## config.mk

```make
export PLATFORM = sky130hd
export DESIGN_NAME = el2_lsu_fault_pipe
export DESIGN_NICKNAME = d
export VERILOG_FILES = /design/src/rtl/el2_pkg.sv /design/src/rtl/el2_lsu_fault_stage.sv /design/src/rtl/el2_lsu_fault_pipe.sv
export SDC_FILE = /design/constraint.sdc
export NUM_CORES = 1
export LEC_CHECK = 0
export ABC_AREA = 1
export CORE_MARGIN = 2
export CORE_UTILIZATION = 25
export DETAILED_ROUTE_END_ITERATION = 7
export SLEW_MARGIN = 30
export SYNTH_ARGS = -nofsm -noshare
export SYNTH_HDL_FRONTEND = slang
export SYNTH_HIERARCHICAL = 1
export SYNTH_SLANG_ARGS = --single-unit
export TNS_END_PERCENT = 50
```

## constraint.sdc

```tcl
create_clock -name clk -period 2.1 [get_ports clk]
set_clock_uncertainty 0.15 [all_clocks]
set_input_delay 0.315 -clock clk [delete_from_list [all_inputs] [get_ports clk]]
set_output_delay 0.315 -clock clk [all_outputs]
set_load 0.03 [all_outputs]
```

## src/rtl/el2_pkg.sv

```systemverilog
// Shared types for the LSU fault pipeline: fault packet, exception encoding, capture FSM states.
// Latency: n/a (types and constants only).
// Backpressure: n/a.
package el2_pkg;

  localparam int EL2_ADDR_W    = 32;
  localparam int EL2_MSCAUSE_W = 4;

  localparam logic EXC_MISALIGNED = 1'b0;
  localparam logic EXC_ACCESS     = 1'b1;

  typedef struct packed {
    logic                     exc_type;
    logic                     store;
    logic [EL2_MSCAUSE_W-1:0] mscause;
    logic [EL2_ADDR_W-1:0]    addr;
  } el2_lsu_fault_pkt_t;

  typedef enum logic {
    CAP_IDLE = 1'b0,
    CAP_HELD = 1'b1
  } el2_cap_state_t;

  // Misaligned takes priority when both fault sources fire on the same access.
  function automatic el2_lsu_fault_pkt_t make_fault_pkt(
    input logic                     misaligned,
    input logic                     store,
    input logic [EL2_MSCAUSE_W-1:0] mscause,
    input logic [EL2_ADDR_W-1:0]    addr
  );
    el2_lsu_fault_pkt_t p;
    p.exc_type = misaligned ? EXC_MISALIGNED : EXC_ACCESS;
    p.store    = store;
    p.mscause  = mscause;
    p.addr     = addr;
    return p;
  endfunction

endpackage

```

## src/rtl/el2_lsu_fault_stage.sv

```systemverilog
// One valid+packet pipeline register with stall hold and flush.
// Latency: 1 cycle from vld_in/pkt_in to vld_out/pkt_out when not stalled.
// Backpressure: stall holds contents; flush clears valid and beats both stall and advance.
// Ports: clk, rst_l (async active-low), stall, flush, vld_in, pkt_in -> vld_out, pkt_out.
module el2_lsu_fault_stage
  import el2_pkg::*;
(
  input  logic               clk,
  input  logic               rst_l,
  input  logic               stall,
  input  logic               flush,
  input  logic               vld_in,
  input  el2_lsu_fault_pkt_t pkt_in,
  output logic               vld_out,
  output el2_lsu_fault_pkt_t pkt_out
);

  always_ff @(posedge clk or negedge rst_l) begin
    if (!rst_l) begin
      vld_out <= 1'b0;
    end else if (flush) begin
      vld_out <= 1'b0;
    end else if (!stall) begin
      vld_out <= vld_in;
    end
  end

  // Payload only moves with a valid entry so fields stay stable while idle.
  always_ff @(posedge clk or negedge rst_l) begin
    if (!rst_l) begin
      pkt_out <= '0;
    end else if (!stall && vld_in) begin
      pkt_out <= pkt_in;
    end
  end

endmodule

```

## src/rtl/el2_lsu_fault_pipe.sv

```systemverilog
// Carries LSU fault results D->M->R, presents an R-stage record, captures first unacked fault, counts faults.
// Latency: fault in D at cycle N -> err_valid_r in N+2; capture/count visible in N+3.
// Backpressure: stall_m holds M and R; flush_m/flush_r kill entries; unacked capture sets cap_overflow.
// Ports: clk, rst_l, lsu_*_d / *_fault_d / exc_mscause_d / start_addr_d, stall_m, flush_m, flush_r,
//        tlu_ack, cnt_clr -> err_*_r, cap_valid, cap_pkt, cap_overflow, fault_cnt.
module el2_lsu_fault_pipe
  import el2_pkg::*;
#(
  parameter int ADDR_W    = EL2_ADDR_W,
  parameter int MSCAUSE_W = EL2_MSCAUSE_W,
  parameter int CNT_W     = 16
) (
  input  logic                 clk,
  input  logic                 rst_l,
  input  logic                 lsu_valid_d,
  input  logic                 lsu_store_d,
  input  logic                 lsu_dma_d,
  input  logic                 misaligned_fault_d,
  input  logic                 access_fault_d,
  input  logic [MSCAUSE_W-1:0] exc_mscause_d,
  input  logic [ADDR_W-1:0]    start_addr_d,
  input  logic                 stall_m,
  input  logic                 flush_m,
  input  logic                 flush_r,
  input  logic                 tlu_ack,
  input  logic                 cnt_clr,
  output logic                 err_valid_r,
  output logic                 err_exc_type_r,
  output logic                 err_store_r,
  output logic [MSCAUSE_W-1:0] err_mscause_r,
  output logic [ADDR_W-1:0]    err_addr_r,
  output logic                 cap_valid,
  output el2_lsu_fault_pkt_t   cap_pkt,
  output logic                 cap_overflow,
  output logic [CNT_W-1:0]     fault_cnt
);

  // The packet struct has fixed field widths; the width parameters must agree with it.
  if (ADDR_W != EL2_ADDR_W || MSCAUSE_W != EL2_MSCAUSE_W) begin : g_width_check
    $error("el2_lsu_fault_pipe: ADDR_W/MSCAUSE_W must match el2_pkg packet widths");
  end

  // D stage: DMA accesses never fault.
  logic               d_vld;
  el2_lsu_fault_pkt_t d_pkt;

  assign d_vld = lsu_valid_d & ~lsu_dma_d & (misaligned_fault_d | access_fault_d);
  assign d_pkt = make_fault_pkt(misaligned_fault_d, lsu_store_d, exc_mscause_d, start_addr_d);

  logic               m_vld;
  el2_lsu_fault_pkt_t m_pkt;
  logic               r_vld;
  el2_lsu_fault_pkt_t r_pkt;

  el2_lsu_fault_stage u_stage_m (
    .clk     (clk),
    .rst_l   (rst_l),
    .stall   (stall_m),
    .flush   (flush_m),
    .vld_in  (d_vld),
    .pkt_in  (d_pkt),
    .vld_out (m_vld),
    .pkt_out (m_pkt)
  );

  // An entry flushed in M must not slip into R on the same edge.
  el2_lsu_fault_stage u_stage_r (
    .clk     (clk),
    .rst_l   (rst_l),
    .stall   (stall_m),
    .flush   (flush_r),
    .vld_in  (m_vld & ~flush_m),
    .pkt_in  (m_pkt),
    .vld_out (r_vld),
    .pkt_out (r_pkt)
  );

  assign err_valid_r    = r_vld;
  assign err_exc_type_r = r_pkt.exc_type;
  assign err_store_r    = r_pkt.store;
  assign err_mscause_r  = r_pkt.mscause;
  assign err_addr_r     = r_pkt.addr;

  // Record fires on the last cycle an entry sits in R, so a stalled entry counts once.
  logic rec;
  assign rec = r_vld & ~flush_r & ~stall_m;

  // Capture FSM
  el2_cap_state_t cap_state, cap_state_nxt;
  logic           cap_load;
  logic           ovf_nxt;

  always_comb begin
    cap_state_nxt = cap_state;
    cap_load      = 1'b0;
    ovf_nxt       = cap_overflow;
    case (cap_state)
      CAP_IDLE: begin
        if (rec) begin
          cap_load      = 1'b1;
          cap_state_nxt = CAP_HELD;
        end
      end
      CAP_HELD: begin
        if (tlu_ack) begin
          ovf_nxt = 1'b0;
          if (rec) begin
            cap_load = 1'b1;
          end else begin
            cap_state_nxt = CAP_IDLE;
          end
        end else if (rec) begin
          ovf_nxt = 1'b1;
        end
      end
      default: begin
        cap_state_nxt = CAP_IDLE;
      end
    endcase
  end

  always_ff @(posedge clk or negedge rst_l) begin
    if (!rst_l) begin
      cap_state    <= CAP_IDLE;
      cap_overflow <= 1'b0;
    end else begin
      cap_state    <= cap_state_nxt;
      cap_overflow <= ovf_nxt;
    end
  end

  always_ff @(posedge clk or negedge rst_l) begin
    if (!rst_l) begin
      cap_pkt <= '0;
    end else if (cap_load) begin
      cap_pkt <= r_pkt;
    end
  end

  assign cap_valid = (cap_state == CAP_HELD);

  // Saturating fault counter; clear wins over a concurrent record.
  always_ff @(posedge clk or negedge rst_l) begin
    if (!rst_l) begin
      fault_cnt <= '0;
    end else if (cnt_clr) begin
      fault_cnt <= '0;
    end else if (rec && (fault_cnt != {CNT_W{1'b1}})) begin
      fault_cnt <= fault_cnt + CNT_W'(1);
    end
  end

endmodule

```

# --- Yosys cells after proc, flatten, opt, wreduce, memory -nomap -nowiden ---
# Cells that the tools add are included.
totals:
  ff_bits: 134
  inputBits: 48
  output_inout_bits: 95
  word_cells: 53
op_classes:
  add_sub_neg: 1
  eq_ne: 3
  mux: 14
  bitwise: 11
  reduce_logical: 7
op_table:
  columns: ["op", "count"]
  rows:
  - ["$mux W16", 2]
  - ["$add A16 B1 Y16 const B", 1]
  - ["$ne A16 B16 Y1 const B", 1]
  - ["$mux W1", 10]
  - ["$and A1 B1 Y1", 5]
  - ["$not A1 Y1", 5]
  - ["$ne A2 B1 Y1 const B", 2]
  - ["$pmux W1 S2", 2]
  - ["$reduce_bool A2 Y1", 2]
  - ["$logic_and A1 B1 Y1", 3]
  - ["$reduce_and A2 Y1", 1]
  - ["$logic_not A1 Y1", 1]
  - ["$or A1 B1 Y1", 1]

# --- Longest topological paths before layout ---
# Gate-level depths: netlist of the first run.
depth:
  ltp_word: 6
  depth_mapped: 10
  ltp_nobuf: 9

# --- Cells and area by module ---
# The synthesis of the first run kept the hierarchy.
modules_own_cells:
  columns: ["module", "n_inst", "cells_each", "area_each_um2", "seq_area_each_um2"]
  rows:
  - ["el2_lsu_fault_stage", 2, 171, 1552.7, 975.9]
  - ["el2_lsu_fault_pipe", 1, 247, 2581.2, 1401.3]

# --- Worst setup path after synthesis of the first run ---
# No wires, ideal clock.
synth_path:
  path_kind: "reg-to-reg"
  start: "reg fault_cnt[0]"
  end: "reg fault_cnt[11]"
  setup_ns: 0.118
  t_arrival_ns: 1.623
  required_time_ns: 1.832
  slack_ns: 0.209
  stages_incl_launch_ff: 10
  n_path_buf: 1
  synth_period_minus_slack_ns: 1.891
  cell_sequence: "dfrtp_1 ha_1 nand2_1 nor2_2 nand2_2 nor2_4 nor2_4 buf_2 nand3_1 nand2_1"
synth_between:
  elab_chain_cells: 3
  word_cells_on_any_way: 6
  cone_classes: "add/sub: 1; eq/ne: 1; mux: 2; reduce/logical: 2"
synth_rtl:
  columns: ["element", "line", "rtl"]
  rows:
  - ["start, declared", "el2_lsu_fault_pipe.sv:35", "output logic [CNT_W-1:0] fault_cnt"]
  - ["start signal, assigned", "el2_lsu_fault_pipe.sv:149", "fault_cnt <= fault_cnt + CNT_W'(1);"]
  - ["$add A16 B1 Y16 or $ne A16 B16 Y1 (tied branches)", "el2_lsu_fault_pipe.sv:149, el2_lsu_fault_pipe.sv:148", null]
  - ["$mux W16 or $logic_and A1 B1 Y1 (tied branches)", "el2_lsu_fault_pipe.sv:148", "end else if (rec && (fault_cnt != {CNT_W{1'b1}})) begin"]
  - ["$mux W16 or $reduce_bool A2 Y1 (tied branches)", null, null]
# Parallel ways exist; a longest one is shown, timed or not. The select of a mux whose other input is x is not followed.
# A chain may end at the register's enable or synchronous reset.

# --- Worst setup path after layout of the first run ---
layout_path:
  start: "reg fault_cnt[3]"
  end: "out fault_cnt[3]"
# No word-level cell between the ends.

==> run metrics, run 1 <==
maxcap violations=0; top cells by area, synth=dfrtp_1 (59%), nand2_1 (14%), nand3_1 (8.4%), mux2_1 (7.5%), buf_4 (1.3%); Synth Area in Adders=0.220%; crit path time final=2.04 ns; Max clock buf depth=2; setup_tns=0 ns; Simple-Gate Fraction of Synth Area=27.2%; crit path launch type=flip-flop; Antenna Nets Post-Route=0; CTS Buf Count=17; Critical Path Max Stage Delay=0.71 ns; Post-CTS Setup Repair Bufs=0; Die Wd=155 um; FF+latch area=3350 sq um; synthesized net count=638; Gate Count Post-Synth=589; Mean Syn Cell Area=9.65 sq um; Vias/cell=4.36; area leader, netlist=dfrtp_1; post-synthesis sequential area ratio=59.0%; Setup crit end kind=primary output; multiplexer share of the synthesized area=7.52%; outcome=completed; H-tree depth=4; crit-path cells=clkdlybuf4s50_1; via count=4562; post-synthesis compound-gate area fraction=0.616%; CP max stage cell=clkdlybuf4s50_1; synthesis-to-finish area growth=43.5%; layout filler cell count=2255; layout cell share with drive strength beyond 1=10.2%; synthesized flop and latch total=134; gr ovfl total=0; Layout Nets=794; Place WS=0.117 ns; drt pass-1 iters=4; # setup viols final=0; HP Class=input pin to async pin; die height=155 um; clock latency on the worst-skew pair=0.42 ns; PwrDens=893 nW/um^2; # IOs=143; clk sinks=134; YS warnings=6; all-layer global routing usage=13.2%; DR iter-0 viols=260; main combinational cell family by area after synthesis=simple AND/OR/NAND/NOR gates; critical path type=flip-flop to primary output; Core ar.=22500 sq um; family with the most delay on the worst path=buffers and inverters; final slew viol count=0; top-area cell type share of the netlist area=59.0%; synth unique cells=25; Crit Path Max Fanout=6; number of port buffers=142; largest net degree at the start of global routing=43; Max Freq=0.490 GHz; CTS tree=yes; worst endpoint required time=1.63 ns; Starting Density=25.3%; multi-input logic area=2070 sq um; die footprint=24000 sq um; peak supply drop=0.445 mV; Worst Path Buf+Inv=1; XOR/XNOR Fraction of Synth Area=0.462%; P_leak=0.00405 uW; DR WL/cell=14.5 um; relative slew slack=68.3%; initial antenna violation count=3; routability congestion estimate=0.804; Final HPWL DP=10.6 mm; RSZ-0062 raised after global routing=false; final hold violation count=0; Arr. time, crit path=1.57 ns; # rows=55; clock tree root buffer cell=clkbuf_16; drt drc=0; final worst path period share=97.1%; Worst-Margin Slew=0.474 ns; vias in the first global route=4528; drt total wl=15.1 mm; clock-pin slew on the worst setup and hold paths=0.06 ns; Final WS setup=0.0606 ns; first-pass GRT wire length=24.6 mm; Syn Std Cell Area=5690 sq um
==> power by group <==
group	switching [uW]	leakage [uW]	total [uW]	internal, uW
registers	211	0.00179	3090	2880
logic	679	0.00196	1180	501
clock network	1290	0.000297	3020	1720
==> sequential cells by signal (all words and copies together) (netlist names) <==
signal and cells:
u_stage_r/vld_out 1, u_stage_m/pkt_out 38, u_stage_m/vld_out 1, fault_cnt 16, cap_pkt 38, cap_overflow 1, cap_valid 1, u_stage_r/pkt_out 38
==> layout by cell type (no fill, tap or decap), types with 4 or more instances in the layout <==
| cell type | n |
|---|---|
| buf_4 | 19 |
| a21oi_1 | 5 |
| buf_12 | 6 |
| dfrtp_1 | 134 |
| inv_8 | 6 |
| nand3_1 | 95 |
| clkdlybuf4s50_1 | 138 |
| inv_1 | 17 |
| inv_2 | 5 |
| mux2_1 | 38 |
| nor2_4 | 5 |
| nand2_1 | 214 |
| clkbuf_16 | 17 |
| nor2_1 | 15 |
| nand2_2 | 4 |
| nand4_1 | 12 |
==> kinds of logic after synthesis <==
kind of cell / after synthesis
buffers and inverters: 53
AND/OR/NAND/NOR: 353
adder cells (fa/ha/maj): 1
multiplexers: 38
flip-flops: 134
AO/OA/AOI/OAI: 7
XOR/XNOR: 3
==> cell usage after synthesis <==
cell	count
buf_6	5
nor3_1	1
dfrtp_1	134
o21ai_0	2
a21oi_1	5
mux2_1	38
nor3_4	1
buf_2	11
inv_1	17
nand3b_1	2
nor2_8	1
nor2_4	3
inv_2	5
ha_1	1
nor2_2	2
nor2_1	17
or2_2	1
nand3_1	95
buf_1	2
nand2_2	1
xor2_1	3
nand2_1	217
nand4_1	12
clkbuf_1	3
buf_4	10
==> final cells by class <==
type                            count  area share, %
Antenna cell                        3         0.0920
Clock buffer                       18           5.38
Clock inverter                     14           1.90
Inverter                           22           1.01
Multi-Input combinational cell    402           25.3
Sequential cell                   134           41.1
Tap cell                          285           4.37
Timing Repair Buffer              168           20.8
==> per-stage QoR <==
stage                     utilization [%]  instances  power [uW]  hold slack, ns  cell area (sq um)
after global routing                 36.2       1044        7650           0.254               8160
after global placement               33.5       1010        4310           0.122               7550
final                                36.3       1046        7290           0.234               8160
after CTS                            36.2       1043        7400           0.232               8150
after floorplan                         -        589        3700          -0.131               5690
after detailed placement             33.5       1010        4330           0.124               7550
==> path summary, 6_finish.rpt <==
path / to / depth (start not counted) / slack [ns] / from
min in group clk: u_stage_m/pkt_out[11]$_DFFE_PN0P_ / 3 / 0.29 / start_addr_d[11]
hold reg to reg: u_stage_m/pkt_out[14]$_DFFE_PN0P_ / 2 / 0.32 / u_stage_m/pkt_out[14]$_DFFE_PN0P_
hold / removal: fault_cnt[5]$_DFFE_PN0P_ / 2 / 0.23 / rst_l
max in group asynchronous: cap_pkt[8]$_DFFE_PN0P_ / 3 / 0.98 / rst_l
setup / recovery: fault_cnt[3] / 1 / 0.06 / fault_cnt[3]$_DFFE_PN0P_
setup reg to reg: fault_cnt[14]$_DFFE_PN0P_ / 10 / 0.27 / fault_cnt[0]$_DFFE_PN0P_
==> metal layers <==
layer | global-route usage, % | wire length, um | up-vias
li1 | - | - | 2241
met1 | 17.2 | 6890 | 2183
met2 | 20.0 | 7020 | 122
met3 | 5.35 | 1010 | 16
met4 | 4.45 | 230 | 0
met5 | 0 | 0 | -
==> what timing repair did <==
item / CTS / global route
resized for setup: 1 / 2
hold buffers: 1 / 0
hold endpoints to repair: 39 / 0
endpoints found under the setup margin: 1 / 2
pin swaps: 0 / 0
Power figures use the tool's default switching activity.
==> run 2, diff against run 1 <==
- PLACE_DENSITY: default -> 0.45
==> run 2 against run 1 <==
Net effect:
- utilization grew 0.17 points
- power grew 0.64%
- worst setup slack lost 0.0037 ns
- critical path depth is the same
- clock power is essentially flat
- register-to-register slack lost 0.09 ns
- wire length grew 3.7%
- sequential power is essentially flat
- via count grew 1.6%
- largest power group unchanged
==> run metrics, run 2 (synthesis results as in run 1) <==
critical path type=flip-flop to primary output; # rows=55; sequential share of power=42.2%; Placed Area=7570 sq um; routability congestion estimate=0.782; drt drc=0; die footprint=24000 sq um; Sw Pwr=2080 uW; Worst Path Buf+Inv=1; first-pass GRT wire length=25.9 mm; clock-pin slew on the worst setup and hold paths=0.06 ns; worst endpoint required time=1.63 ns; H-tree depth=4; # diodes=0; largest net degree at the start of global routing=54; Clock power frac=41.4%; CTS Buf Count=17; fin cells=1042; Final HPWL DP=11.2 mm; clock latency on the worst-skew pair=0.41 ns; maxcap violations=0; family with the most delay on the worst path=buffers and inverters; number of port buffers=142; DR WL/cell=15.1 um; Arr. time, crit path=1.58 ns; CTS tree=yes; Setup crit end kind=primary output; Vias/cell=4.45; crit path time final=2.04 ns; drt total wl=15.7 mm; crit path launch type=flip-flop; Die Wd=155 um; crit-path cells=clkdlybuf4s50_1; PwrDens=894 nW/um^2; outcome=completed; Largest regs=cap_pkt x38, u_stage_m/pkt_out x38, u_stage_r/pkt_out x38; vias in the first global route=4901; clk sinks=134; Crit Path Max Fanout=6; P_leak=0.00409 uW; gr ovfl total=0; Critical Path Max Stage Delay=0.71 ns; peak supply drop=0.492 mV; # setup viols final=0; cell count after placement=1009; Sw Share=28.4%; all-layer global routing usage=13.8%; commonest non-fill, non-tap cell in the layout=nand2_1; initial antenna violation count=0; CP max stage cell=clkdlybuf4s50_1; Worst-Margin Slew=0.583 ns; Layout Nets=793; final slew viol count=0; via count=4633; DR iter-0 viols=200; Max Freq=0.489 GHz; setup_tns=0 ns; commonest cells after routing, fill and taps aside=nand2_1 (215), clkdlybuf4s50_1 (136), dfrtp_1 (134); Final Cell Area=8200 sq um; Comb pwr share=16.4%; synthesis-to-finish area growth=44.2%; Antenna Nets Post-Route=0; HP Class=input pin to flip-flop; Finished Core Util=36.4%; layout filler cell count=2235; drt pass-1 iters=4; clock tree root buffer cell=clkbuf_16; Core ar.=22500 sq um; # IOs=143; layout cell share with drive strength beyond 1=9.78%; P_int=5250 uW; die height=155 um; final worst path period share=97.3%; RSZ-0062 raised after global routing=false; Max clock buf depth=2; relative slew slack=61.1%; Starting Density=25.3%; final hold violation count=0
## run 2: final timing paths
path / from / endpoint / slack [ns] / cells after the start
setup / recovery: fault_cnt[13]$_DFFE_PN0P_ / fault_cnt[13] / 0.06 / 1
hold / removal: exc_mscause_d[0] / u_stage_m/pkt_out[32]$_DFFE_PN0P_ / 0.29 / 3
setup reg to reg: fault_cnt[0]$_DFFE_PN0P_ / fault_cnt[12]$_DFFE_PN0P_ / 0.18 / 10
hold reg to reg: u_stage_m/pkt_out[21]$_DFFE_PN0P_ / u_stage_m/pkt_out[21]$_DFFE_PN0P_ / 0.32 / 2
max in group asynchronous: rst_l / u_stage_r/pkt_out[37]$_DFFE_PN0P_ / 0.87 / 3
min in group asynchronous: rst_l / cap_pkt[21]$_DFFE_PN0P_ / 0.30 / 2
## run 2: power groups by stage
stage / logic, uW / registers, uW / clock network [uW]
after floorplan: 291 / 3410 / 0
after global placement: 1210 / 3130 / 0
after detailed placement: 1220 / 3140 / 0
after global routing: 1310 / 3140 / 3230
after CTS: 1220 / 3100 / 3110
final: 1200 / 3090 / 3040
## run 2: per-stage QoR
stage / total power, uW / setup slack [ns] / hold slack, ns
2_1_floorplan: 3700 / 0.209 / -0.131
3_3_place_gp: 4340 / 0.0879 / 0.178
3_5_place_dp: 4360 / 0.0751 / 0.187
4_1_cts: 7430 / 0.0196 / 0.282
5_1_grt: 7680 / 0.00325 / 0.306
6_report: 7330 / 0.0569 / 0.295
## run 2: what timing repair did
action / CTS / global route
setup buffers: 0 / 0
endpoints found under the hold margin: 49 / 0
gates cloned: 0 / 0
hold buffers: 1 / 0
resized for setup: 1 / 4
setup endpoints to repair: 1 / 4
## run 2: area by class of cell
| type | count | area [sq um] | area share (%) |
|---|---|---|---|
| clock buffer | 21 | 470 | 5.74 |
| multi-input combinational | 402 | 2070 | 25.2 |
| inverter | 22 | 82.6 | 1.01 |
| tap | 285 | 357 | 4.35 |
| clock inverter | 11 | 136 | 1.66 |
| sequential | 134 | 3350 | 40.9 |
| timing repair buffer | 167 | 1730 | 21.2 |
## run 2: per-layer routing
metal | global-route usage (%) | wire [um] | vias to the layer above | share of wire [%]
met5 | 0 | 0 | - | 0
li1 | - | - | 2230 | -
met4 | 3.40 | 171 | 0 | 1.1
met2 | 22.7 | 7370 | 124 | 47
met1 | 17.5 | 7190 | 2265 | 46
met3 | 4.65 | 972 | 14 | 6.2
==> run 3, diff against run 2 <==
- REMOVE_ABC_BUFFERS: default -> 1
- SLEW_MARGIN: 30 -> 20
==> run 3 against run 2 <==
Net effect:
- combinational power is essentially flat
- global-route usage is essentially flat
- largest power group unchanged
- clock power shrank 5%
- clock-buffer cell count shrank 3
- design area shrank 0.84%
==> run metrics, run 3 (synthesis results as in run 1) <==
outcome=completed; # IOs=143; worst endpoint required time=1.63 ns; Starting Density=25.3%; final worst path period share=96.9%; first-pass GRT wire length=25.8 mm; RSZ-0062 raised after global routing=false; Largest regs=cap_pkt x38, u_stage_m/pkt_out x38, u_stage_r/pkt_out x38; Antenna Nets Post-Route=0; # rows=55; Layout Nets=794; Critical Path Max Stage Delay=0.72 ns; gr ovfl total=0; final slew viol count=0; clock-pin slew on the worst setup and hold paths=0.06 ns; Finished Core Util=36.1%; Post-CTS Setup Repair Bufs=0; drt pass-1 iters=4; Die Wd=155 um; final hold violation count=0; clk sinks=134; Setup crit end kind=primary output; die footprint=24000 sq um; layout cell share with drive strength beyond 1=10.0%; cell count after placement=1010; all-layer global routing usage=13.8%; PwrDens=885 nW/um^2; Vias/cell=4.43; CTS tree=yes; crit path time final=2.04 ns; CP max stage cell=clkdlybuf4s50_1; critical path type=flip-flop to primary output; drt drc=0; Worst Path Buf+Inv=1; Max clock buf depth=2; Core ar.=22500 sq um; FF+latch area=3350 sq um; HP Class=input pin to async pin; DR WL/cell=15.2 um; crit path launch type=flip-flop; commonest non-fill, non-tap cell in the layout=nand2_1; Final HPWL DP=11.1 mm; number of port buffers=142; # setup viols final=0; fin cells=1044; multi-input logic area=2070 sq um; vias in the first global route=4820; DR iter-0 viols=247; Crit Path Max Fanout=5; via count=4621; largest net degree at the start of global routing=48; routability congestion estimate=0.781; maxcap violations=0; relative slew slack=63.3%; synthesis-to-finish area growth=43.0%; layout filler cell count=2264; family with the most delay on the worst path=buffers and inverters; clock latency on the worst-skew pair=0.42 ns; Tot Pwr=7190 uW; initial antenna violation count=1; Placed Area=7520 sq um; Max Freq=0.491 GHz; Worst-Margin Slew=0.549 ns; crit-path cells=clkdlybuf4s50_1; die height=155 um; CTS Buf Count=17; clock tree root buffer cell=clkbuf_16; drt total wl=15.8 mm; P_leak=0.00411 uW; Arr. time, crit path=1.57 ns; commonest cells after routing, fill and taps aside=nand2_1 (215), dfrtp_1 (134), clkdlybuf4s50_1 (134); peak supply drop=0.519 mV; Final Cell Area=8130 sq um; H-tree depth=4
[run 3: cell types whose count changed in the layout (fill, tap and decap cells not counted), moves of 2 or more]
cell / change
buf_12: -5
buf_4: +6
clkbuf_8: -2
clkdlybuf4s50_1: -2
dlymetal6s2s_1: +3
[run 3: final cells by class]
class                           count  share of cell area, %
Multi-Input combinational cell    402                   25.4
Antenna cell                        1                 0.0308
Inverter                           22                   1.02
Tap cell                          285                   4.39
Clock buffer                       18                   5.40
Clock inverter                     14                   1.75
Timing Repair Buffer              168                   20.8
Sequential cell                   134                   41.2
[run 3: repair_timing]
item	4_1_cts	5_1_grt
setup endpoints to repair	0	7
gates resized for setup	0	7
endpoints found under the hold margin	41	0
hold buffers	1	0
[run 3: metrics by stage]
step / hold slack [ns] / TNS, ns / setup WS [ns]
floorplan: -0.131 / -85.34 / -1.01
global placement: 0.128 / 0 / 0.128
detailed placement: 0.131 / 0 / 0.138
CTS: 0.281 / 0 / 0.0148
global route: 0.284 / 0 / 0.00451
finish: 0.252 / 0 / 0.0648
[run 3: worst paths after layout]
| path | from | endpoint | slack [ns] | cells past startpoint |
|---|---|---|---|---|
| max in group asynchronous | rst_l | cap_pkt[2]$_DFFE_PN0P_ | 0.90 | 3 |
| min in group clk | exc_mscause_d[2] | u_stage_m/pkt_out[34]$_DFFE_PN0P_ | 0.30 | 3 |
| min reg2reg | u_stage_m/pkt_out[30]$_DFFE_PN0P_ | u_stage_m/pkt_out[30]$_DFFE_PN0P_ | 0.32 | 2 |
| min | rst_l | cap_pkt[27]$_DFFE_PN0P_ | 0.25 | 2 |
| max reg2reg | fault_cnt[0]$_DFFE_PN0P_ | fault_cnt[5]$_DFFE_PN0P_ | 0.17 | 10 |
| max | fault_cnt[4]$_DFFE_PN0P_ | fault_cnt[4] | 0.06 | 1 |
[run 3: layer usage]
metal	share of wire, %	track usage (%)
met5	0	0
met4	1.1	4.50
met3	6.3	4.37
met2	47	22.0
met1	46	18.0
[run 3: power by group]
part | internal (uW) | switching [uW]
sequential | 2880 | 223
combinational | 499 | 690
clock | 1690 | 1210
total | 5070 | 2120
